--- src/rtl/uart_tx_arb.sv ---
// Round-robin arbiter feeding bytes from NREQ requesters into a single UART transmitter.
// Optional watchdog on the transmitter handshake: define UART_ARB_TIMEOUT_EN.
module uart_tx_arb #(
  parameter int          NREQ    = 4,
  parameter logic [15:0] TIMEOUT = 16'd50000
) (
  input  logic              clk,
  input  logic              rst,
  input  logic [NREQ-1:0]   req,
  input  logic [8*NREQ-1:0] din,
  output logic [NREQ-1:0]   ack,
  output logic [7:0]        tx_din,
  output logic              tx_en,
  input  logic              tx_rdy,
  output logic              busy,
  output logic [1:0]        gnt_id,
  output logic              err
);

  typedef enum logic [1:0] {S_IDLE, S_LOAD, S_WAIT_BUSY, S_WAIT_DONE} state_t;

  state_t      state_q, state_d;
  logic [1:0]  ptr_q, ptr_d;
  logic [1:0]  gnt_q, gnt_d;
  logic [7:0]  txd_q, txd_d;
  logic        win_vld;
  logic [1:0]  win_idx;
  logic        wd_hit;

  // Scan from ptr upwards; descending loop so the nearest requester wins.
  always_comb begin
    logic [1:0] idx;
    win_vld = 1'b0;
    win_idx = 2'd0;
    idx     = 2'd0;
    for (int k = NREQ-1; k >= 0; k--) begin
      idx = ptr_q + 2'(k);
      if (req[idx]) begin
        win_vld = 1'b1;
        win_idx = idx;
      end
    end
  end

`ifdef UART_ARB_TIMEOUT_EN
  logic [15:0] wd_cnt_q, wd_cnt_d;
  logic        in_wait;

  assign in_wait = (state_q == S_WAIT_BUSY) || (state_q == S_WAIT_DONE);
  // Counter holds cycles spent waiting minus one, so the hit lands TIMEOUT cycles after LOAD.
  assign wd_hit  = in_wait && (wd_cnt_q == TIMEOUT - 16'd1);

  always_comb begin
    wd_cnt_d = wd_cnt_q;
    if (state_q == S_LOAD) wd_cnt_d = 16'd0;
    else if (in_wait)      wd_cnt_d = wd_cnt_q + 16'd1;
  end

  always_ff @(posedge clk or negedge rst) begin
    if (!rst) wd_cnt_q <= 16'd0;
    else      wd_cnt_q <= wd_cnt_d;
  end

  assign err = wd_hit;
`else
  assign wd_hit = 1'b0;
  assign err    = 1'b0;
`endif

  always_comb begin
    state_d = state_q;
    ptr_d   = ptr_q;
    gnt_d   = gnt_q;
    txd_d   = txd_q;
    unique case (state_q)
      S_IDLE: begin
        if (tx_rdy && win_vld) begin
          gnt_d   = win_idx;
          txd_d   = din[{win_idx, 3'b000} +: 8];
          state_d = S_LOAD;
        end
      end
      S_LOAD:      state_d = S_WAIT_BUSY;
      S_WAIT_BUSY: if (!tx_rdy) state_d = S_WAIT_DONE;
      S_WAIT_DONE: begin
        if (tx_rdy) begin
          state_d = S_IDLE;
          ptr_d   = gnt_q + 2'd1;
        end
      end
      default:     state_d = S_IDLE;
    endcase
    // Watchdog abort skips the stuck transmitter and moves fairness past it.
    if (wd_hit) begin
      state_d = S_IDLE;
      ptr_d   = gnt_q + 2'd1;
    end
  end

  always_ff @(posedge clk or negedge rst) begin
    if (!rst) begin
      state_q <= S_IDLE;
      ptr_q   <= 2'd0;
      gnt_q   <= 2'd0;
      txd_q   <= 8'h00;
    end else begin
      state_q <= state_d;
      ptr_q   <= ptr_d;
      gnt_q   <= gnt_d;
      txd_q   <= txd_d;
    end
  end

  assign tx_en  = (state_q == S_LOAD);
  assign busy   = (state_q != S_IDLE);
  assign gnt_id = gnt_q;
  assign tx_din = txd_q;

  for (genvar g = 0; g < NREQ; g++) begin : g_ack
    assign ack[g] = tx_en && (gnt_q == 2'(g));
  end

endmodule
--- config.mk ---
export PLATFORM = sky130hd
export DESIGN_NAME = uart_tx_arb
export DESIGN_NICKNAME = d
export VERILOG_FILES = /design/src/rtl/uart_tx_arb.sv
export SDC_FILE = /design/constraint.sdc
export NUM_CORES = 1
export LEC_CHECK = 0
export CAP_MARGIN = 20
export CORE_MARGIN = 1.5
export CORE_UTILIZATION = 40
export CTS_CLUSTER_SIZE = 28
export DETAILED_ROUTE_END_ITERATION = 8
export MAX_ROUTING_LAYER = met4
export PLACE_DENSITY_LB_ADDON = 0.08
export SLEW_MARGIN = 25
export SYNTH_ARGS = -nofsm -noshare
export SYNTH_HDL_FRONTEND = slang
export SYNTH_SLANG_ARGS = --single-unit
--- constraint.sdc ---
create_clock -name clk -period 2.1 [get_ports clk]
set_input_delay 0.42 -clock clk [delete_from_list [all_inputs] [get_ports clk]]
set_output_delay 0.42 -clock clk [all_outputs]
set_load 0.05 [all_outputs]
After elaboration in Yosys (flattened, before gate mapping) --
Cells that the tools add are included.
Storage, ports and cells: register bits 14, input bits 39, output and inout bits 17
Operators by class: add/sub/neg operators 4, order comparisons 4, equality and inequality tests 9, shift-type cells 1, multiplexer cells 20, reductions and logical operators 11
Operators with widths (count):
- 32-bit by 6-bit variable part select with 8-bit output | 1
- 2-bit two-way mux | 7
- 2-bit by 3-bit < comparator with 1-bit output, second input constant | 4
- 1-bit binary-select mux with 2-bit select | 4
- 2-bit equality test, second input constant | 4
- 1-bit two-way mux | 8
- 2-bit one-hot mux with 4 select lines | 1
- 2-bit inequality test, second input constant | 3
- 1-bit logical AND | 5
- 2-bit by 1-bit adder with 2-bit output, second input constant | 2
- 2-bit adder, second input constant | 2
- 2-bit by 1-bit equality test with 1-bit output, second input constant | 2
- 2-bit logical NOT | 2
- 2-bit AND reduction | 2
- 3-bit AND reduction | 1
- 2-bit nonzero test | 1

Depth between registers and ports, before layout --
Gate-level depths: netlist of run 1.
word-level depth 10, mapped depth 6, mapped depth without buffers 6

Worst setup path before layout of run 1 --
No wires, ideal clock.
path type reg-to-output, start point register state_q[1], end point output port ack[0], arrival time 1.485 ns, data required time 1.680 ns, path slack 0.195 ns, cell stages (with the launch flop) 4, buffers on the path 0, path through dfrtp_1 > inv_1 > ha_1 > and2_1
On the way: cells in the longest elaborated chain, start to end 2
RTL lines:
- start: declaration | RTL line 22 | state_t state_q, state_d;
- start signal: assignment | RTL line 107 | state_q <= state_d;
- 2-bit by 1-bit equality test with 1-bit output | RTL line 114 | assign tx_en = (state_q == S_LOAD);
- net tx_en | RTL line 13 | output logic tx_en,
- 1-bit logical AND | RTL line 120 | assign ack[g] = tx_en && (gnt_q == 2'(g));
- end: declaration | RTL line 11 | output logic [NREQ-1:0] ack,
The timed path passes the listed nets, and every way through them passes these cells.

Worst setup path after layout of run 1 --
start point input port req[2], end point register txd_q[7] (netlist: tx_din[7])
On the way: cells in the longest elaborated chain, start to end 8, elaborated cells on any way between the ends 19
RTL lines:
- start: declaration | RTL line 9 | input logic [NREQ-1:0] req,
- parallel branches: the longest is 8 deep, another holds 32-bit by 6-bit variable part select with 8-bit output
- end signal: assignment | RTL line 110 | txd_q <= txd_d;
- end: declaration | RTL line 25 | logic [7:0] txd_q, txd_d;
Parallel ways; which one is timed is not known. The select of a mux whose other input is x is not followed. A chain may end at the register's enable or synchronous reset.

==> out/qor.tcl, run 1 <==
set qor(fp.dieArea_sq_um) 3080
set qor(grt_max_degree) 15
set qor(critical_path_required_ps) 2320
set qor(worstSetupEndpointType) {flip-flop}
set qor(vdd_ir_drop_max_mv) 0.890
set qor(antenna_violating_nets_post_route) 0
set qor(synth-seq-area-share_pct) 31.8
set qor(place_hpwl_microns) 2340
set qor(tightest_slew_ps) 588
set qor(first_iter_violations) 10
set qor(routabilityCongestion) 0.742
set qor(cts_buffer_depth) 2
set qor(detailedRoute.firstPassIterationCount) 4
set qor(average_footprint_of_a_synthesized_cell_sq_um) 10.0
set qor(grt_pass1_vias) 1084
set qor(final_instance_count_excl_fillers) 203
set qor(period_share_pct) 94.5
set qor(io_buffer_count) 54
set qor(path_type_of_the_worst_setup_path) {primary input to flip-flop}
set qor(effective_utilization_at_floorplan_pct) 43.3
set qor(dpl-instance-area_sq_um) 1760
set qor(areaGrowthSynthToFinish_pct) 62.2
set qor(syn_nets) 158
set qor(postCtsSetupRepairBufs) 0
set qor(dpl.cell_count) 200
set qor(outcome) {complete, no violations}
set qor(clk_transition_reported_paths_ps) 80
set qor(cts.sink_count) 14
set qor(cts_max_level) 1
set qor(clkLatencyLatePin_ps) 270
set qor(finalCriticalPeriod_ps) 1990
set qor(min_path_type) {primary input to async pin}
set qor(internal_power_mw) 1.19
set qor(rows) 18
set qor(drv_slew) 0
set qor(track_usage_pct) 19.5
set qor(max_freq_ghz) 0.504
set qor(post-synth-top-area-cell) {sky130_fd_sc_hd__dfrtp_1}
set qor(seqPwrFrac_pct) 22.9
set qor(gr-total-overflow) 0
set qor(wire_per_inst_microns) 13.3
set qor(switchingPower_mw) 1.11
set qor(timing.clock.skew_ps) 1.45
set qor(antenna_cells) 0
set qor(netlist-cell-type-count) 32
set qor(power_density_nw_per_um2) 1290
set qor(maxCapViolations) 0
set qor(cts_tree) {built}
set qor(rsz0062_at_grt) {no}
set qor(die_height_microns) 55.5
set qor(fp.coreArea_sq_um) 2540
set qor(leakage_nw) 0.767
set qor(synth_cells) 110
set qor(antenna_found_initial) 0
set qor(num_vias) 1061
set qor(setup.worst_path.start_class) {primary input}
set qor(netlist_top_cells_area) {sky130_fd_sc_hd__dfrtp_1, sky130_fd_sc_hd__mux2_4, sky130_fd_sc_hd__ha_1}
set qor(avgViaCountPerCell) 5.23
set qor(hold_viol) 0
set qor(share_of_final_layout_standard_cells_stronger_than_drive_strength_1_pct) 19.1
set qor(final_routed_wirelength_across_all_metal_layers_microns) 2710
set qor(worst_slew_margin_relative_to_its_limit_pct) 60.7
set qor(die-width_microns) 55.5
set qor(swShare_pct) 48.4
set qor(synth.top_cell.area_share_pct) 31.8
set qor(numCtsBuffers) 3
set qor(synth-warning-count) 0
set qor(endpoints_failing_setup) 0
set qor(grt_pass1_wl_microns) 4640
set qor(clock-root-buffer) {sky130_fd_sc_hd__clkbuf_4}
set qor(setup_total_negative_slack_ps) 0
set qor(synth-seq-cells) 14
set qor(finalWorstSetupSlack_ps) 115
set qor(power_frac_clock_pct) 6.4
set qor(layout.nets) 223
set qor(drcViolationCount) 0
set qor(worst-path-max-fanout) 8
set qor(timing.critical_path.arrival_ps) 2200
set qor(pin_count) 56
set qor(comb_power_share_pct) 70.8
set qor(layout.cell_area.non_filler_sq_um) 1790
set qor(synth.cell_area_sq_um) 1100
set qor(pre_cts_ws_ps) -246
flip-flops by register name (all words and copies together) (netlist names):
register	flops
tx_din	8
gnt_id	2
ptr_q	2
state_q	2
worst max-delay path, cell delays in order:
cell,delay [ps]
sky130_fd_sc_hd__clkdlybuf4s50_1,470
sky130_fd_sc_hd__or4_1,560
sky130_fd_sc_hd__and3_1,250
sky130_fd_sc_hd__a21boi_2,220
sky130_fd_sc_hd__nand3_1,110
sky130_fd_sc_hd__o221a_1,170
repair_timing:
item | in CTS | in global routing
endpoints found under the setup margin | 0 | 7
hold buffers | 0 | 0
gates resized for setup | 0 | 1
routing by layer:
layer  GRT usage (%)  part of all wire [%]
met1            21.8                    43
met2            33.2                    50
met3            3.75                   5.3
met4            9.76                   1.7
met5               -                     0
through the flow:
| stage | power, mW | hold slack (ps) | utilization [%] |
|---|---|---|---|
| finish | 2.30 | 515 | 70.2 |
| global route | 2.46 | 558 | 70.2 |
| CTS | 2.32 | 531 | 70.0 |
| detailed placement | 2.17 | 549 | 69.1 |
| global placement | 2.13 | 517 | 69.1 |
| floorplan | 1.60 | 124 | - |
synth_stat cells (all sizes together):
library cell	n
o22ai	1
mux2	10
o221a	7
o21bai	1
clkbuf	1
mux2i	2
a21boi	2
and2	6
o22a	1
and4	1
conb	1
inv	7
nand2	6
a221o	1
a211oi	1
nand3	15
buf	2
or4	1
nand2b	1
o21ai	11
dfrtp	14
and3	1
nor2b	2
ha	9
nor2	3
a21oi	3
power by group through the flow:
stage | clock [mW] | combinational [mW] | sequential, mW
2_1_floorplan | 0 | 0.769 | 0.835
5_1_grt | 0.162 | 1.74 | 0.553
3_3_place_gp | 0 | 1.61 | 0.524
4_1_cts | 0.149 | 1.64 | 0.529
3_5_place_dp | 0 | 1.64 | 0.534
6_report | 0.146 | 1.63 | 0.526
worst paths after layout:
check                                      start  depth (start not counted)                endpoint  slack, ps
hold reg to reg            tx_din[4]$_DFFE_PN0P_                          1   tx_din[4]$_DFFE_PN0P_        560
hold / removal                               rst                          1  state_q[0]$_DFFE_PN0P_        510
max in group asynchronous                    rst                          1   tx_din[6]$_DFFE_PN0P_       1200
min in group clk           tx_din[4]$_DFFE_PN0P_                          1   tx_din[4]$_DFFE_PN0P_        560
setup / recovery                          req[2]                          6   tx_din[7]$_DFFE_PN0P_        110
setup reg to reg            ptr_q[1]$_DFFE_PN0P_                          5   tx_din[4]$_DFFE_PN0P_        240
cells in the final DEF, fill, tap and decap left out, drive strengths merged, types with 2 or more instances in the layout:
cell type / count
nor2: 3
o21ai: 11
a21oi: 3
clkbuf: 3
inv: 7
nand2: 6
mux2i: 2
buf: 15
and2: 6
dfrtp: 14
nor2b: 2
clkdlybuf4s50: 48
ha: 9
mux2: 10
nand3: 15
a21boi: 2
o221a: 7
area by class of cell:
type,instances,area [sq um]
clock buffer,3,22.5
fill,210,759
inverter,7,26.3
multi-input combinational,86,706
sequential,14,350
tap,30,37.5
timing repair buffer,63,643
kinds of logic after synthesis:
family / count (synthesis) / share of synthesized area [%]
AND/OR/NAND/NOR: 36 / 18.8
AO/OA/AOI/OAI: 28 / 19.7
flip-flops: 14 / 31.8
multiplexers: 12 / 14.8
buffers and inverters: 10 / 4.43
adder cells (fa/ha/maj): 9 / 10.2
other: 1 / 0.341
No activity file was read; power rests on OpenSTA's default activity.
==> run 2: changes to the inputs <==
--- a/config.mk
+++ b/config.mk
@@ -5,8 +5,8 @@
 export SDC_FILE = /design/constraint.sdc
 export NUM_CORES = 1
 export LEC_CHECK = 0
+export ABC_CLOCK_PERIOD_IN_PS = 2100
 export CAP_MARGIN = 20
-export CORE_MARGIN = 1.5
 export CORE_UTILIZATION = 40
 export CTS_CLUSTER_SIZE = 28
 export DETAILED_ROUTE_END_ITERATION = 8
==> out/qor.tcl, run 2 (same netlist as run 1, synthesis figures left out) <==
set qor(gr-total-overflow) 0
set qor(path_type_of_the_worst_setup_path) {primary input to flip-flop}
set qor(antenna_violating_nets_post_route) 0
set qor(cts_max_level) 1
set qor(effective_utilization_at_floorplan_pct) 43.3
set qor(rsz0062_at_grt) {no}
set qor(hold_ws_ps) 510
set qor(max_freq_ghz) 0.505
set qor(track_usage_pct) 19.9
set qor(dpl.cell_count) 199
set qor(finalCriticalPeriod_ps) 1980
set qor(tightest_slew_ps) 591
set qor(worst_slew_margin_relative_to_its_limit_pct) 60.5
set qor(power_density_nw_per_um2) 1310
set qor(avgViaCountPerCell) 5.17
set qor(leakage_nw) 0.769
set qor(fp.dieArea_sq_um) 2970
set qor(numCtsBuffers) 3
set qor(startpoint) {req[2]}
set qor(worst-path-max-fanout) 8
set qor(setup.worst_path.start_class) {primary input}
set qor(pin_count) 56
set qor(vdd_ir_drop_max_mv) 0.903
set qor(outcome) {complete, no violations}
set qor(min_path_type) {primary input to async pin}
set qor(clk_transition_reported_paths_ps) 80
set qor(drcViolationCount) 0
set qor(n_fill_cell) 204
set qor(most_common_library_cell_in_the_layout_ignoring_fill_and_taps) {sky130_fd_sc_hd__clkdlybuf4s50_1}
set qor(worstSetupEndpointType) {flip-flop}
set qor(share_of_final_layout_standard_cells_stronger_than_drive_strength_1_pct) 19.1
set qor(timing.critical_path.arrival_ps) 2200
set qor(final_instance_count_excl_fillers) 203
set qor(postCtsSetupRepairBufs) 0
set qor(layout.cells.most_common_list) {sky130_fd_sc_hd__clkdlybuf4s50_1, sky130_fd_sc_hd__nand3_1, sky130_fd_sc_hd__dfrtp_1}
set qor(timing.rr.start) {ptr_q[1]$_DFFE_PN0P_}
set qor(grt_pass1_wl_microns) 3990
set qor(clock-root-buffer) {sky130_fd_sc_hd__clkbuf_4}
set qor(final_routed_wirelength_across_all_metal_layers_microns) 2580
set qor(critical_path_required_ps) 2320
set qor(hold_viol) 0
set qor(antenna_found_initial) 0
set qor(first_iter_violations) 9
set qor(die-width_microns) 54.5
set qor(num_vias) 1049
set qor(cts_buffer_depth) 2
set qor(die_height_microns) 54.5
set qor(fp.coreArea_sq_um) 2540
set qor(endpoints_failing_setup) 0
set qor(rows) 18
set qor(antenna_cells) 0
set qor(grt_max_degree) 15
set qor(detailedRoute.firstPassIterationCount) 4
set qor(finalWorstSetupSlack_ps) 121
set qor(wire_per_inst_microns) 12.7
set qor(areaGrowthSynthToFinish_pct) 62.7
set qor(timing.clock.skew_ps) 2.90
set qor(post-route-util_pct) 70.4
set qor(layout.nets) 222
set qor(cts_tree) {built}
set qor(place_hpwl_microns) 2260
set qor(grt_pass1_vias) 913
set qor(io_buffer_count) 54
set qor(cts.sink_count) 14
set qor(reg2reg_setup_slack_ps) 230
set qor(largest_register_ff_count) 8
set qor(drv_slew) 0
set qor(pre_cts_ws_ps) -250
set qor(maxCapViolations) 0
set qor(period_share_pct) 94.3
set qor(clkLatencyLatePin_ps) 280
set qor(routabilityCongestion) 0.745
## run 2: changes by cell type in the layout (fill, tap and decap cells not counted)
cell,previous run,this run
sky130_fd_sc_hd__buf_4,11,10
sky130_fd_sc_hd__clkbuf_8,0,1
## run 2: final timing paths
kind / endpoint / depth (start not counted)
max: tx_din[0]$_DFFE_PN0P_ / 6
min: tx_din[4]$_DFFE_PN0P_ / 1
max reg2reg: tx_din[0]$_DFFE_PN0P_ / 5
min reg2reg: tx_din[6]$_DFFE_PN0P_ / 1
max in group asynchronous: ptr_q[1]$_DFFE_PN0P_ / 1
min in group clk: tx_din[6]$_DFFE_PN0P_ / 1
## run 2: per-stage QoR
stage / total power [mW] / instance area [sq um] / setup TNS (ps)
2_1_floorplan: 1.60 / 1100 / 0
4_1_cts: 2.36 / 1790 / 0
3_5_place_dp: 2.17 / 1750 / -1720
5_1_grt: 2.50 / 1790 / 0
6_report: 2.34 / 1790 / 0
3_3_place_gp: 2.13 / 1750 / -1140
## run 2: layout make-up
type	instances	area, sq um	share of cell area [%]
Inverter	7	26.3	1.47
Multi-Input combinational cell	86	706	39.4
Tap cell	30	37.5	2.09
Clock buffer	4	36.3	2.03
Sequential cell	14	350	19.6
Timing Repair Buffer	62	636	35.5
## run 2: critical path, cell delays in order
cell and delay [ps]:
sky130_fd_sc_hd__clkdlybuf4s50_1 470, sky130_fd_sc_hd__or4_1 550, sky130_fd_sc_hd__and3_1 250, sky130_fd_sc_hd__a21boi_2 220, sky130_fd_sc_hd__nand3_1 120, sky130_fd_sc_hd__o221a_1 180
## run 2: layer usage
layer / share of wire (%) / GRT usage (%)
met2: 48 / 33.1
met5: 0 / -
met3: 6.0 / 2.50
met1: 44 / 23.7
met4: 1.9 / 8.97
## run 2: repair_timing
| item | in CTS | in global routing |
|---|---|---|
| hold buffers | 0 | 0 |
| gates resized for setup | 0 | 1 |
| endpoints found under the setup margin | 0 | 5 |
## run 2: power by group
group          total [mW]  internal (mW)  switching [mW]
logic                1.63          0.713           0.914
clock network       0.191          0.106          0.0851
registers           0.526          0.407           0.119
total                2.34           1.23            1.12
==> run 3: changes to the inputs <==
==> config.mk (replaced) <==
export PLATFORM = sky130hd
export DESIGN_NAME = uart_tx_arb
export DESIGN_NICKNAME = d
export VERILOG_FILES = /design/src/rtl/uart_tx_arb.sv
export SDC_FILE = /design/constraint.sdc
export NUM_CORES = 1
export LEC_CHECK = 0
export ABC_AREA = 1
export ABC_CLOCK_PERIOD_IN_PS = 2100
export CAP_MARGIN = 20
export CORE_UTILIZATION = 42
export DETAILED_ROUTE_END_ITERATION = 8
export MAX_ROUTING_LAYER = met4
export PLACE_DENSITY_LB_ADDON = 0.08
export SYNTH_ARGS = -nofsm -noshare
export SYNTH_HDL_FRONTEND = slang
export SYNTH_SLANG_ARGS = --single-unit
==> out/qor.tcl, run 3 <==
set qor(min_path_type) {flip-flop to flip-flop}
set qor(clkLatencyLatePin_ps) 280
set qor(tightest_slew_ps) 629
set qor(synth-seq-area-share_pct) 27.1
set qor(gr-total-overflow) 0
set qor(yosysMostFrequentCell) {sky130_fd_sc_hd__nand2_1}
set qor(max_freq_ghz) 0.505
set qor(cp_slowest_stage_delay_ps) 840
set qor(critPathBufInv) 1
set qor(critical_path_required_ps) 1680
set qor(synth-seq-cells) 14
set qor(clock-root-buffer) {sky130_fd_sc_hd__clkbuf_4}
set qor(rows) 19
set qor(num_vias) 1336
set qor(timing.critical_path.arrival_ps) 1560
set qor(most_common_library_cell_in_the_layout_ignoring_fill_and_taps) {sky130_fd_sc_hd__clkdlybuf4s50_1}
set qor(rsz0062_at_grt) {no}
set qor(vdd_ir_drop_max_mv) 0.993
set qor(worst_slew_margin_relative_to_its_limit_pct) 57.9
set qor(areaGrowthSynthToFinish_pct) 50.6
set qor(die-width_microns) 57.4
set qor(worstSetupEndpointType) {output port}
set qor(track_usage_pct) 21.7
set qor(outcome) {finished with violations}
set qor(synth.cell_area_sq_um) 1290
set qor(routabilityCongestion) 0.912
set qor(synth.top_cell.area_share_pct) 27.1
set qor(cpMaxStageDelayCell) {sky130_fd_sc_hd__clkdlybuf4s50_1}
set qor(post-synth-top-area-cell) {sky130_fd_sc_hd__dfrtp_1}
set qor(power_mw) 3.16
set qor(first_iter_violations) 106
set qor(avgViaCountPerCell) 5.06
set qor(detailedRoute.firstPassIterationCount) 7
set qor(die_height_microns) 57.4
set qor(grt-busiest-layer) {met2}
set qor(drcViolationCount) 3
set qor(n_fill_cell) 240
set qor(numCtsBuffers) 3
set qor(cts_buffer_depth) 2
set qor(power_density_nw_per_um2) 1630
set qor(grt_use_met2_pct) 33.2
set qor(grt_pass1_vias) 1252
set qor(cts.sink_count) 14
set qor(average_footprint_of_a_synthesized_cell_sq_um) 7.38
set qor(setup.worst_path.start_class) {flip-flop}
set qor(layout.cells.most_common_list) {sky130_fd_sc_hd__clkdlybuf4s50_1, sky130_fd_sc_hd__nand2_1, sky130_fd_sc_hd__nand3_1}
set qor(hold_viol) 0
set qor(finalCriticalPeriod_ps) 1980
set qor(grt_max_degree) 18
set qor(place_hpwl_microns) 2720
set qor(antenna_found_initial) 0
set qor(path_type_of_the_worst_setup_path) {flip-flop to output port}
set qor(worst-path-max-fanout) 5
set qor(syn_nets) 223
set qor(netlist_top_cells_area) {sky130_fd_sc_hd__dfrtp_1, sky130_fd_sc_hd__nand3_1, sky130_fd_sc_hd__nand2_1}
set qor(async_s_r_ff_share_synth_pct) 100
set qor(fp.coreArea_sq_um) 2830
set qor(layout.nets) 282
set qor(largest_register_ff_count) 8
set qor(antenna_violating_nets_post_route) 0
set qor(fp.dieArea_sq_um) 3300
set qor(netlist-cell-type-count) 26
set qor(antenna_cells) 0
set qor(pin_count) 56
set qor(clk_transition_reported_paths_ps) 80
set qor(grtUsageMet1_pct) 30.6
set qor(effective_utilization_at_floorplan_pct) 45.6
set qor(drv_slew) 0
set qor(io_buffer_count) 54
set qor(critical_path.top_delay_family) {buffers and inverters}
set qor(groute.layer.met3.usage_pct) 1.81
set qor(failed_checks) {DRC}
set qor(post_synth_most_frequent_cells) {sky130_fd_sc_hd__nand2_1, sky130_fd_sc_hd__nand3_1, sky130_fd_sc_hd__inv_1}
set qor(timing.clock.skew_ps) 0.770
set qor(hold_ws_ps) 488
set qor(wire_per_inst_microns) 12.7
set qor(share_of_final_layout_standard_cells_stronger_than_drive_strength_1_pct) 18.5
set qor(cell_breakdown_of_the_critical_path) {clkdlybuf4s50_1}
set qor(synth-warning-count) 0
set qor(dominantRegCellSynth) {sky130_fd_sc_hd__dfrtp_1}
set qor(maxCapViolations) 0
set qor(endpoints_failing_setup) 0
set qor(cts_max_level) 1
set qor(postCtsSetupRepairBufs) 0
set qor(synth_cells) 175
set qor(final_routed_wirelength_across_all_metal_layers_microns) 3360
set qor(synth_enable_flop_cells) 0
set qor(period_share_pct) 94.3
set qor(leakage_nw) 0.945
set qor(grt_pass1_wl_microns) 5430
set qor(cts_tree) {built}
## run 3: changes by cell type in the layout (fill, tap and decap cells not counted), sizes merged, moves of 4 or more
cell	change
and2	-6
o221a	-7
nand2	+56
mux2	-10
nand3	+31
inv	+10
o21ai	-4
## run 3: layer usage
metal	wire (microns)	vias up
met2	1540	47
li1	-	686
met3	203	4
met1	1590	599
met4	25	0
met5	0	-
## run 3: power breakdown
| part | internal (mW) | switching (mW) | total (mW) |
|---|---|---|---|
| combinational | 0.921 | 1.52 | 2.44 |
| sequential | 0.403 | 0.132 | 0.535 |
| clock | 0.105 | 0.0877 | 0.193 |
| total | 1.43 | 1.74 | 3.16 |
## run 3: cell type report
| cell class | instances | area, sq um | area share, % |
|---|---|---|---|
| clock buffer | 4 | 36.3 | 1.87 |
| inverter | 18 | 72.6 | 3.73 |
| multi-input combinational | 137 | 800 | 41.1 |
| sequential | 14 | 352 | 18.1 |
| tap | 31 | 38.8 | 1.99 |
| timing repair buffer | 60 | 646 | 33.2 |
## run 3: path summary, 6_finish.rpt
check                                       from                     to  slack, ps  cells past startpoint
setup reg to reg            ptr_q[0]$_DFFE_PN0P_  tx_din[5]$_DFFE_PN0P_        270                     11
hold / removal             tx_din[2]$_DFFE_PN0P_  tx_din[2]$_DFFE_PN0P_        490                      2
min in group asynchronous                    rst  tx_din[2]$_DFFE_PN0P_        530                      1
hold reg to reg            tx_din[2]$_DFFE_PN0P_  tx_din[2]$_DFFE_PN0P_        490                      2
max in group asynchronous                    rst   ptr_q[0]$_DFFE_PN0P_       1130                      1
setup / recovery           gnt_id[0]$_DFFE_PN0P_              gnt_id[0]        120                      1
## run 3: timing repair
action,in CTS,in global routing
hold buffers,0,0
setup endpoints to repair,0,4
resized for setup,0,2
## run 3: tightest hold or removal path, delay by kind of cell, from the launching register on
| kind | cells | cell delay, ps |
|---|---|---|
| DFF | 1 | 350 |
| and+or+nand+nor | 2 | 110 |
## run 3: logic make-up after synthesis
logic type	synth area share, %
other	0.290
XOR/XNOR	0.678
buffers and inverters	10.9
flip-flops	27.1
multiplexers	0.775
AO/OA/AOI/OAI	6.78
AND/OR/NAND/NOR	44.7
adder cells (fa/ha/maj)	8.72
## run 3: through the flow
| step | util [%] | cells | cell area (sq um) | setup TNS, ps | worst slack, ps |
|---|---|---|---|---|---|
| after floorplan | - | 175 | 1290 | 0 | 245 |
| after global placement | 67.4 | 260 | 1910 | -595 | -107 |
| after detailed placement | 67.4 | 260 | 1910 | -957 | -146 |
| after CTS | 68.7 | 264 | 1940 | 0 | 117 |
| after global routing | 68.7 | 264 | 1940 | 0 | 76.1 |
| final | 68.7 | 264 | 1940 | 0 | 120 |
